File: src/rtl/truth_table_sweeper.sv
// Sweeps a 4-input combinational circuit through all 16 rows, double-samples its
// output per row and scores the measured truth table against an expected hex ID.
module truth_table_sweeper #(
  parameter int unsigned SETTLE_CYCLES = 4,
  parameter logic [15:0] EXPECTED      = 16'h0018
) (
  input  logic        clk,
  input  logic        rst,
  input  logic        start,
  input  logic        abort,
  input  logic        dut_out,
  output logic        in1,
  output logic        in2,
  output logic        in3,
  output logic        in4,
  output logic [15:0] table_out,
  output logic [15:0] unstable_mask,
  output logic [4:0]  mismatch_cnt,
  output logic        pass,
  output logic        busy,
  output logic        done
);

  typedef enum logic [2:0] {IDLE, SETTLE, SAMPLE1, SAMPLE2, DONE} state_t;

  localparam logic [7:0] SETTLE_LAST = 8'(SETTLE_CYCLES - 1);

  state_t      state_q, state_d;
  logic [3:0]  row_q, row_d;
  logic [7:0]  cnt_q, cnt_d;
  logic        s1_q, s1_d;
  logic [15:0] table_q, table_d;
  logic [15:0] unst_q, unst_d;
  logic [4:0]  mcnt_q, mcnt_d;
  logic        pass_q, pass_d;
  logic        busy_w;

  assign busy_w = (state_q == SETTLE) || (state_q == SAMPLE1) || (state_q == SAMPLE2);

  always_comb begin
    state_d = state_q;
    row_d   = row_q;
    cnt_d   = cnt_q;
    s1_d    = s1_q;
    table_d = table_q;
    unst_d  = unst_q;
    mcnt_d  = mcnt_q;
    pass_d  = pass_q;
    if (abort && busy_w) begin
      // Partial results stay visible for debug; only the sequencing unwinds.
      state_d = IDLE;
      row_d   = 4'd0;
      cnt_d   = 8'd0;
      pass_d  = 1'b0;
    end else begin
      case (state_q)
        IDLE, DONE: begin
          if (start) begin
            state_d = SETTLE;
            row_d   = 4'd0;
            cnt_d   = 8'd0;
            table_d = 16'h0000;
            unst_d  = 16'h0000;
            mcnt_d  = 5'd0;
            pass_d  = 1'b0;
          end
        end
        SETTLE: begin
          cnt_d = cnt_q + 8'd1;
          if (cnt_q == SETTLE_LAST) state_d = SAMPLE1;
        end
        SAMPLE1: begin
          s1_d    = dut_out;
          state_d = SAMPLE2;
        end
        SAMPLE2: begin
          // Row r lands in table bit 15-r, i.e. the bitwise complement of r.
          table_d[~row_q] = dut_out;
          unst_d[~row_q]  = s1_q ^ dut_out;
          if (dut_out != EXPECTED[~row_q]) mcnt_d = mcnt_q + 5'd1;
          if (row_q == 4'd15) begin
            state_d = DONE;
            pass_d  = (mcnt_d == 5'd0) && (unst_d == 16'h0000);
          end else begin
            row_d   = row_q + 4'd1;
            cnt_d   = 8'd0;
            state_d = SETTLE;
          end
        end
        default: state_d = IDLE;
      endcase
    end
  end

  always_ff @(posedge clk) begin
    if (rst) begin
      state_q <= IDLE;
      row_q   <= 4'd0;
      cnt_q   <= 8'd0;
      s1_q    <= 1'b0;
      table_q <= 16'h0000;
      unst_q  <= 16'h0000;
      mcnt_q  <= 5'd0;
      pass_q  <= 1'b0;
    end else begin
      state_q <= state_d;
      row_q   <= row_d;
      cnt_q   <= cnt_d;
      s1_q    <= s1_d;
      table_q <= table_d;
      unst_q  <= unst_d;
      mcnt_q  <= mcnt_d;
      pass_q  <= pass_d;
    end
  end

  assign {in1, in2, in3, in4} = row_q;
  assign table_out     = table_q;
  assign unstable_mask = unst_q;
  assign mismatch_cnt  = mcnt_q;
  assign pass          = pass_q;
  assign busy          = busy_w;
  assign done          = (state_q == DONE);

endmodule

File: config.mk
export PLATFORM = sky130hd
export DESIGN_NAME = truth_table_sweeper
export DESIGN_NICKNAME = d
export VERILOG_FILES = /design/src/rtl/truth_table_sweeper.sv
export SDC_FILE = /design/constraint.sdc
export NUM_CORES = 1
export LEC_CHECK = 0
export ABC_AREA = 1
export CELL_PAD_IN_SITES_DETAIL_PLACEMENT = 1
export CELL_PAD_IN_SITES_GLOBAL_PLACEMENT = 1
export CORE_MARGIN = 5
export CORE_UTILIZATION = 45
export DETAILED_ROUTE_END_ITERATION = 10
export DONT_BUFFER_PORTS = 1
export PLACE_DENSITY = 0.82
export SYNTH_ARGS = -nofsm -noshare
export SYNTH_HDL_FRONTEND = slang
export SYNTH_SLANG_ARGS = --single-unit
File: constraint.sdc
create_clock -name clk -period 2.2 [get_ports clk]
set_clock_uncertainty 0.05 [all_clocks]
set_input_delay 0.33 -clock clk [delete_from_list [all_inputs] [get_ports clk]]
set_output_delay 0.33 -clock clk [all_outputs]
set_load 0.05 [all_outputs]
==> results by group <==
Status
  • Outcome: finished clean

Die
  • CORE AREA: 6280 um2
  • Die ar.: 8110 um2
  • Chip Height: 90.1 um
  • Initial Util: 45.9%
  • Row count: 29
  • Die Width: 90.1 um
  • I/O pin cnt: 49

Clock network
  • CTS Root Cell: clkbuf_8
  • CTS tree: done
  • Number of buffers created by CTS: 5
  • Largest buffer count on any clock path: 2
  • Later-pin clock latency in the skew report: 0.32 ns
  • Worst-path clk slew: 0.10 ns
  • Setup bufs post-CTS: 0
  • Clock Sinks: 54
  • H-Tree Level Count: 2

Setup path
  • Critical path arrival: 2.16 ns
  • Setup CP Type: reg2reg
  • Crit end category: flip-flop
  • CP Max Fanout: 4
  • CP delay by family, top: simple AND/OR/NAND/NOR gates
  • WP depth: 9
  • Setup crit start: row_q[0]
  • Worst Setup EP: pass
  • R2r endpoint: pass
  • Flop-to-flop setup slack: 0.24 ns
  • Slowest CP cell: dfxtp_1
  • Req. time, crit path: 2.40 ns
  • Startpoint types: flip-flop
  • CP Cell Sequence: ha_1, nand3_1, o21ai_0, nand3_1, nor2_1, nand2_1, nor2_1, nand2_1, a21oi_1
  • Slowest stage delay, CP: 0.41 ns
  • CP Buf/Inv Count: 0
  • R2R depth: 9
  • FF-to-FF Start: row_q[0]

Routing
  • WL/cell: 16.4 um
  • Vias after detailed routing: 2818
  • Detailed Route WL: 8470 um
  • DR iter-0 viols: 168
  • Drt first pass iters: 4
  • DR DRC count: 0
  • Via density: 5.47
  • Post-DRT Antenna Nets: 0

Finish
  • Most frequent cells in the layout: nand2_1, dfxtp_1, nor2_1
  • Finished Layout Cells: 515
  • Syn-to-layout area delta: 10.6%
  • Share of cells above drive strength 1: 13.0%
  • Most common library cell in the layout ignoring fill and taps: nand2_1
  • Core Util, Final: 50.8%
  • Nets@finish: 448
  • Ant diodes: 0

Power and ir drop
  • VDD IR max: 0.000409 V
  • Lkg Pwr: 0.00130 uW
  • Pwr Density: 602 nW/um2
  • PnR Total Power: 1920 uW

Timing
  • Fin crit share: 89.1%
  • Slew Limit Fails: 0
  • Final hold violations: 0
  • Max-slew headroom: 60.8%
  • Post-layout min period: 1.96 ns
  • Worst Tran Pin Value: 0.586 ns
  • TNS Setup: 0 ns
  • Max Freq: 510 MHz
  • RSZ-0062 raised after global routing: no
  • Final setup vio count: 0
  • Slack of the critical path: 0.240 ns

Logic synthesis
  • Post-synth top area share: 37.5%
  • Synth area leader: dfxtp_1
  • Unique masters post-synth: 34
  • Cell Area, Synth: 2880 um2
  • #FFs+latches synth: 54
  • Syn nets: 428
  • Post-synthesis cell count: 417
  • Synth top area cells: dfxtp_1, nand2_1, nor2_1
  • Sequential element share of the synthesized area: 37.5%
  • YS warnings: 0
  • Mean Syn Cell Area: 6.92 um2

GRT
  • Vias in the first global route: 2991
  • Total global-route track usage: 21.2%
  • First-pass GRT wire length: 14500 um
  • Global route overflow: 0
  • Initial antenna violation count: 0
  • Largest net degree at the start of global routing: 36

Placed design
  • Pre-CTS setup slack: 0.223 ns
  • # port buffers: 0
  • Detail Placement HPWL: 6400 um
  • Placed cells: 505
  • Final Wtd Congestion: 0.866

Flow run
  • Max-cap violations: 0

Hold path
  • Worst hold path type: in2reg
registers in the layout, summed over array words and instances, names as in the netlist:
register,cells
s1_q,1
pass,1
cnt_q,8
state_q,3
mismatch_cnt,5
table_out,16
unstable_mask,16
row_q,4
cell usage after synthesis:
| cell | n |
|---|---|
| o2111a_1 | 2 |
| nor2_2 | 1 |
| inv_2 | 1 |
| nor4_1 | 1 |
| a211oi_1 | 16 |
| o22ai_1 | 4 |
| or2_2 | 2 |
| o21bai_1 | 1 |
| dfxtp_1 | 54 |
| nand3_1 | 25 |
| buf_6 | 5 |
| nor3_4 | 1 |
| or2_1 | 6 |
| nand2_2 | 6 |
| o21a_1 | 1 |
| nor3b_1 | 3 |
| clkbuf_1 | 4 |
| nand2_4 | 1 |
| nor2_1 | 47 |
| inv_1 | 41 |
| o21ai_1 | 7 |
| nor3_1 | 12 |
| nand3_2 | 3 |
| nor2_4 | 2 |
| buf_2 | 1 |
| nand2_1 | 106 |
| buf_4 | 2 |
| o21ai_0 | 22 |
| a21oi_1 | 27 |
| nand4_1 | 1 |
| xor2_1 | 3 |
| ha_1 | 6 |
| o21ai_2 | 1 |
| inv_4 | 2 |
final cells by class:
type                    count  area (um2)
clock inverters             3        25.0
flip-flops and latches     54        1080
well taps                  77        96.3
clock buffers               5        68.8
fillers                   818        3090
inverters                  44         170
multi-input cells         307        1550
repair buffers             25         193
cell families after synthesis:
group	synth area share [%]
AND/OR/NAND/NOR	33.6
AO/OA/AOI/OAI	16.4
buffers and inverters	9.07
flip-flops	37.5
adder cells (fa/ha/maj)	2.60
XOR/XNOR	0.911
timing repair:
action | in CTS | in global routing
gates resized for setup | 0 | 6
hold buffers | 1 | 1
hold endpoints to repair | 1 | 1
setup endpoints to repair | 0 | 1
power by group:
part	switching [uW]	leakage, uW	internal, uW
sequential	26.5	0.000436	993
combinational	229	0.000824	73.4
clock	368	0.0000447	231
metal layers:
metal  routed length, um  up-vias  track usage (%)
li1                    -     1398                -
met1                3870     1340             27.4
met2                4010       64             34.9
met3                 412       16             4.76
met4                 184        0             6.95
met5                   0        -                0
per-stage QoR:
step	hold WS (ns)	area, um2
floorplan	0.349	2880
global placement	0.353	3060
detailed placement	0.355	3060
CTS	0.00325	3170
global route	0.00489	3190
finish	0.0237	3190
worst min-delay path by stage:
stage | end | depth (start not counted) | from
final | unstable_mask[14] | 1 | rst
after global routing | unstable_mask[7] | 1 | rst
after CTS | unstable_mask[5] | 1 | rst
after detailed placement | unstable_mask[9] | 1 | rst
after global placement | unstable_mask[5] | 1 | rst
after floorplan | unstable_mask[8] | 1 | rst
(Power assumes the default switching activity.)
